$ cat config.mk
export PLATFORM = sky130hd
export DESIGN_NAME = tdm_demux_5
export DESIGN_NICKNAME = d
export VERILOG_FILES = /design/src/rtl/tdm_pkg.sv /design/src/rtl/tdm_slot_counter.sv /design/src/rtl/tdm_demux_5.sv
export SDC_FILE = /design/constraint.sdc
export NUM_CORES = 1
export LEC_CHECK = 0
export ABC_AREA = 1
export CORE_UTILIZATION = 48
export CTS_CLUSTER_DIAMETER = 100
export CTS_CLUSTER_SIZE = 30
export DETAILED_ROUTE_END_ITERATION = 12
export PLACE_DENSITY = 0.78
export SLEW_MARGIN = 20
export SYNTH_ARGS = -nofsm -noshare
export SYNTH_HDL_FRONTEND = slang
export SYNTH_SLANG_ARGS = --single-unit
$ cat constraint.sdc
create_clock -name i_CLK -period 2.55 [get_ports i_CLK]
set_input_delay 0.51 -clock i_CLK [delete_from_list [all_inputs] [get_ports i_CLK]]
set_output_delay 0.51 -clock i_CLK [all_outputs]
set_load 0.02 [all_outputs]
$ cat src/rtl/tdm_pkg.sv
// Shared types and constants for the five-slot TDM demultiplexer.
package tdm_pkg;
   localparam int unsigned NUM_CH = 5;
   localparam int unsigned SLOT_W = 3;

   typedef logic [SLOT_W-1:0] slot_t;

   localparam slot_t LAST_SLOT = 3'd4;

   // Slot sequence 0..4 with wrap; codes 5..7 are never produced.
   function automatic slot_t next_slot(input slot_t s);
      return (s == LAST_SLOT) ? slot_t'(0) : slot_t'(s + slot_t'(1));
   endfunction
endpackage

$ cat src/rtl/tdm_slot_counter.sv
// Slot index tracker: advances on each accepted beat, resync forces slot 1.
module tdm_slot_counter
   import tdm_pkg::*;
(
   input  logic  i_CLK,
   input  logic  i_RST,
   input  logic  advance,
   input  logic  sof_resync,
   output slot_t slot,
   output logic  last
);

   // A resync beat is itself captured as slot 0, so the next beat lands in slot 1.
   always_ff @(posedge i_CLK or posedge i_RST) begin
      if (i_RST) begin
         slot <= '0;
      end else if (sof_resync) begin
         slot <= slot_t'(1);
      end else if (advance) begin
         slot <= next_slot(slot);
      end
   end

   assign last = (slot == LAST_SLOT);

endmodule

$ cat src/rtl/tdm_demux_5.sv
// Five-channel TDM demultiplexer with frame-staged outputs.
// Optional o_ERR resync pulse is compiled in with TDM_DEMUX_ERR_EN.
module tdm_demux_5
   import tdm_pkg::*;
#(
   parameter int unsigned WIDTH = 4
) (
   input  logic             i_CLK,
   input  logic             i_RST,
   input  logic [WIDTH-1:0] i_DATA,
   input  logic             i_VALID,
   input  logic             i_SOF,
   output logic [WIDTH-1:0] o_A,
   output logic [WIDTH-1:0] o_B,
   output logic [WIDTH-1:0] o_C,
   output logic [WIDTH-1:0] o_D,
   output logic [WIDTH-1:0] o_E,
   output logic             o_FRAME_VALID,
`ifdef TDM_DEMUX_ERR_EN
   output logic             o_ERR,
`endif
   output logic [2:0]       o_SLOT
);

   slot_t            slot;
   logic             last;
   logic             resync;
   logic             frame_done;
   logic [WIDTH-1:0] staging [NUM_CH];

   assign resync     = i_VALID & i_SOF & (slot != '0);
   assign frame_done = i_VALID & last & ~resync;

   tdm_slot_counter u_slot_counter (
      .i_CLK      (i_CLK),
      .i_RST      (i_RST),
      .advance    (i_VALID),
      .sof_resync (resync),
      .slot       (slot),
      .last       (last)
   );

   assign o_SLOT = slot;

   // Staging capture and whole-frame publish; the slot-4 beat bypasses staging.
   always_ff @(posedge i_CLK or posedge i_RST) begin
      if (i_RST) begin
         for (int i = 0; i < int'(NUM_CH); i++) begin
            staging[i] <= '0;
         end
         o_A           <= '0;
         o_B           <= '0;
         o_C           <= '0;
         o_D           <= '0;
         o_E           <= '0;
         o_FRAME_VALID <= 1'b0;
      end else begin
         o_FRAME_VALID <= frame_done;
         if (i_VALID) begin
            if (resync) begin
               staging[0] <= i_DATA;
            end else begin
               staging[slot] <= i_DATA;
            end
         end
         if (frame_done) begin
            o_A <= staging[0];
            o_B <= staging[1];
            o_C <= staging[2];
            o_D <= staging[3];
            o_E <= i_DATA;
         end
      end
   end

`ifdef TDM_DEMUX_ERR_EN
   always_ff @(posedge i_CLK or posedge i_RST) begin
      if (i_RST) begin
         o_ERR <= 1'b0;
      end else begin
         o_ERR <= resync;
      end
   end
`endif

endmodule

* Word-level counts from Yosys, hierarchy flattened
Index checks and enable logic that the tools add are counted.
W data, S select, Z words.
** Storage, ports and cells
- Bits in registers :: 44
- Bits of input ports :: 8
- Output and inout port bits :: 24
- Word-level logic and storage cells :: 33
** Cells by class
- $add $sub $neg :: 1
- $lt $le $gt $ge :: 2
- Eq/ne operators :: 1
- Multiplexer cells :: 7
- Bitwise gates (word level) :: 6
- Reduce and logical (&&, ||, !) cells :: 4
** Operators by type and width (count)
- $bwmux W20 :: 1
- $demux W4 S3 :: 1
- $mux W3 :: 3
- $mux W4 :: 2
- $and A1 B1 Y1 :: 4
- $ge A4 B4 Y1 const B :: 1
- $lt A4 B1 Y1 const B :: 1
- $not A3 Y4 :: 1
- $add A3 B1 Y3 const B :: 1
- $eq A3 B3 Y1 const B :: 1
- $reduce_bool A3 Y1 :: 1
- $reduce_and A2 Y1 :: 1
- $reduce_bool A2 Y1 :: 1
- $logic_and A1 B1 Y1 :: 1
- $not A1 Y1 :: 1

* Longest topological paths before layout
- Word-level depth :: 7
- Mapped depth :: 10

* Cells and area by module
Synthesis repeated with hierarchy kept, for this count alone.
** Second synthesis, totals
- Cell total of the unflattened synthesis :: 190
- Area, all modules :: 1731.7 um^2
** By module, submodules not included
- tdm_demux_5 :: times used 1, cells each 164, area an instance 1549.0 um^2
- tdm_slot_counter :: times used 1, cells each 26, area an instance 182.7 um^2

* Worst setup path after synthesis
No wires, ideal clock.
- Path type :: reg2reg
- Start point :: register u_slot_counter.slot[0]
- End point :: register o_B[0]
- Library setup time :: 0.116 ns
- Arrival :: 1.441 ns
- Setup slack :: 0.993 ns
- Cell stages (with the launch flop) :: 11
- Buffers on the path :: 2
- Cells stage by stage :: dfrtp_1 -> inv_1 -> ha_1 -> nand2_2 -> nand2_2 -> nand2_2 -> buf_6 -> inv_6 -> buf_12 -> nand2_2 -> nand2_1
** On the way
- Longest elaborated chain between the ends :: 4
- Elaborated cells between the ends (all ways) :: 6
- Those cells by class :: eq/ne: 1; bitwise: 4; reduce/logical: 1
** Ends and longest elaborated chain
- from (decl) :: line tdm_slot_counter.sv:9 : output slot_t slot,
- from (signal assigned) :: line tdm_slot_counter.sv:18 : slot <= slot_t'(1);
- from (signal assigned) :: line tdm_slot_counter.sv:20 : slot <= next_slot(slot);
- $reduce_bool A3 Y1 :: line tdm_demux_5.sv:31 : assign resync = i_VALID & i_SOF & (slot != '0);
- $and A1 B1 Y1 :: line tdm_demux_5.sv:31
- $not A1 Y1 (no source line)
- $and A1 B1 Y1 * :: line tdm_demux_5.sv:32 : assign frame_done = i_VALID & last & ~resync;
- net frame_done :: line tdm_demux_5.sv:28 : logic frame_done;
- to (signal assigned) :: line tdm_demux_5.sv:68 : o_B <= staging[1];
- to (decl) :: line tdm_demux_5.sv:14 : output logic [WIDTH-1:0] o_B,
Mark *: on every way through the listed nets, which the timed path passes. The rest lies on a longest branch.
A chain may end at the register's enable or synchronous reset.

* Worst setup path after layout
- Start point :: register u_slot_counter.slot[2]
- End point :: output o_SLOT[2]
** RTL lines
- to (decl) :: line tdm_demux_5.sv:22 : output logic [2:0] o_SLOT
No word-level cell between the ends.

==> reports/results.txt <==
post-CTS sizing -> 0
first-pass GRT wire length -> 5160 um
post-synthesis cell count -> 184
Remaining DRCs -> 0
total track usage -> 19.3%
FFs w/ async S/R, synth -> 100%
Tcrit/Tclk final -> 77.6%
Critical Path Fanout Max -> 6
critical hold path startpoint -> staging[11]$_DFFE_PP0P_
row cnt -> 21
Setup Buffers After CTS -> 0
final worst slack -> 0.572 ns
vias in the first global route -> 1179
largest net degree at the start of global routing -> 41
fmax -> 0.505 GHz
placed cell count -> 257
max incr delay on CP -> 0.65 ns
worst slew pin tran -> 0.533 ns
starting DRC count in detailed routing -> 49
DR pass1 iterations -> 4
CP required -> 2.04 ns
Initial Util -> 50.1%
Setup Skew -> 0.00521 ns
CP startpoint -> u_slot_counter.slot[2]$_DFFE_PP0P_
sequential share of the synthesized area -> 59.3%
Yosys reg bits -> 40
I/O pin count -> 32
Layout Nets -> 228
Total Wirelength -> 3010 um
number of synthesized flops with an enable pin -> 0
Max Cap Violations -> 0
n_diodes -> 0
P&R area growth vs syn -> 22.1%
crit path time final -> 1.98 ns
Die Y -> 61.3 um
die width -> 61.3 um
# H-tree levels -> 2
Worst IR Drop VDD -> 0.610 mV
Main synth FF type -> dfrtp_1
Critical Path Slowest Stage Cell -> clkdlybuf4s50_1
Reg2Reg Launch Point -> u_slot_counter.slot[0]$_DFFE_PP0P_
count leader, synth -> nand2_1
layout cells sized above 1 -> 11.9%
hold buffer count at CTS -> 0
clock sinks -> 40
Fin. Hold Viols -> 0
Buf+Inv Stages, Crit Path -> 1
clk slew on worst S/H paths -> 0.11 ns
total vias in the final route -> 1291
Final Non-Filler Cells -> 264
total global routing overflow -> 0
gp weighted congestion -> 0.802
Synth cell types -> 18
Core Area -> 0.00336 mm^2
sequence of cells on the critical path -> clkdlybuf4s50_1
clock buffer depth -> 2
pre-CTS setup slack -> 0.382 ns
port bufs -> 31
setup repair after global routing missed its margin -> false
arrival time worst endpoint -> 1.47 ns
most common library cells after synthesis -> nand2_1 (70), dfrtp_1 (40), o21ai_0 (16)
Post-Syn Area per Cell -> 9.17 um^2
Skew-Pair Late Insertion Delay -> 0.34 ns
syn nets -> 194
status -> finished clean
setup TNS -> 0 ns
TritonCTS clock tree -> done
Slew Limit Fails -> 0
initial antenna violation count -> 0
clk root buf -> clkbuf_4
worst hold slack -> 0.483 ns
Critical Path Source Type -> flip-flop
drt wl/cell -> 11.4 um
top cell type's share of synthesized area -> 59.3%
Via-to-Cell Ratio -> 4.89
power density cells -> 1130 mW/mm^2
Top delay family on crit path -> buffers and inverters
biggest area consumer among synthesized cells -> dfrtp_1
mapped cell area -> 0.00169 mm^2
Worst setup EP type -> primary output
Antenna Violating Nets Remaining -> 0
relative max-transition margin -> 64.3%
crit path kind -> flip-flop to primary output
Finish-stage setup viols -> 0
Hold Path Class -> flip-flop to flip-flop
DP HPWL -> 2090 um
Pleak -> 1.05 nW
die area -> 0.00375 mm^2
largest cells by area after synthesis -> dfrtp_1 (59%), nand2_1 (16%), nand2_2 (4.8%)
synth warn -> 0
CTS buffer count -> 5
==> final timing paths <==
| path | cells after the start | endpoint | slack [ns] |
|---|---|---|---|
| worst max-delay path | 1 | o_SLOT[2] | 0.57 |
| worst min-delay path | 2 | o_C[3]$_DFFE_PP0P_ | 0.48 |
| worst max register to register | 8 | o_C[1]$_DFFE_PP0P_ | 0.62 |
| worst min register to register | 2 | o_C[3]$_DFFE_PP0P_ | 0.48 |
| max in group asynchronous | 3 | u_slot_counter.slot[2]$_DFFE_PP0P_ | 1.64 |
| min in group asynchronous | 3 | o_C[0]$_DFFE_PP0P_ | 0.58 |
==> cell families after synthesis <==
group           share of synthesized area (%)
buf+inv                                  6.97
flops                                    59.3
fa+ha+maj                                1.48
simple gates                             26.3
xor+xnor                                0.519
compound gates                           5.34
==> metrics by stage <==
| step | utilization, % | area (um^2) | total power [mW] |
|---|---|---|---|
| after detailed placement | 59.9 | 2010 | 2.05 |
| after CTS | 61.2 | 2060 | 2.34 |
| after global routing | 61.2 | 2060 | 2.51 |
| after global placement | 59.9 | 2010 | 2.02 |
| final | 61.2 | 2060 | 2.32 |
| after floorplan | - | 1690 | 1.62 |
==> power by group <==
group	internal [mW]	switching (mW)
clock	0.102	0.186
combinational	0.428	0.519
sequential	0.908	0.175
==> flip-flops by register name, indices dropped and copies added, names as in the netlist <==
signal               count
staging                 16
o_A                      4
o_B                      4
o_C                      4
o_D                      4
o_E                      4
u_slot_counter.slot      3
o_FRAME_VALID            1
==> routing by layer <==
metal | GRT usage [%] | part of all wire [%] | wire length [um]
met2 | 30.4 | 46 | 1370
met4 | 6.82 | 1.5 | 44
met5 | 0 | 0 | 0
met3 | 5.67 | 4.2 | 126
met1 | 25.6 | 49 | 1470
==> worst min-delay path: stages, from the launching register on <==
cell and delay [ns]:
dfrtp_1 0.36, nand2_1 0.05, nand2_1 0.05
==> cell usage in the layout (no fill, tap or decap) <==
cell type,synthesis,final
nor2_1,5,5
ha_1,2,2
nor2_2,1,1
clkinv_2,0,1
inv_1,11,11
clkbuf_4,0,5
a21oi_1,2,2
nand2_2,13,13
clkbuf_1,1,1
inv_6,1,1
nand3_1,5,5
nand2_1,70,70
clkdlybuf4s50_1,0,31
o21ai_0,16,16
nand4_1,8,8
buf_4,0,2
inv_2,3,3
xor2_1,1,1
dfrtp_1,40,40
==> area by class of cell <==
cell class | count | area (um^2)
tap | 46 | 57.6
clock buffer | 6 | 41.3
clock inverter | 1 | 5.00
fill | 346 | 1300
multi-input combinational | 123 | 568
timing repair buffer | 33 | 325
sequential | 40 | 1000
inverter | 15 | 61.3
Power figures use the tool's default switching activity.
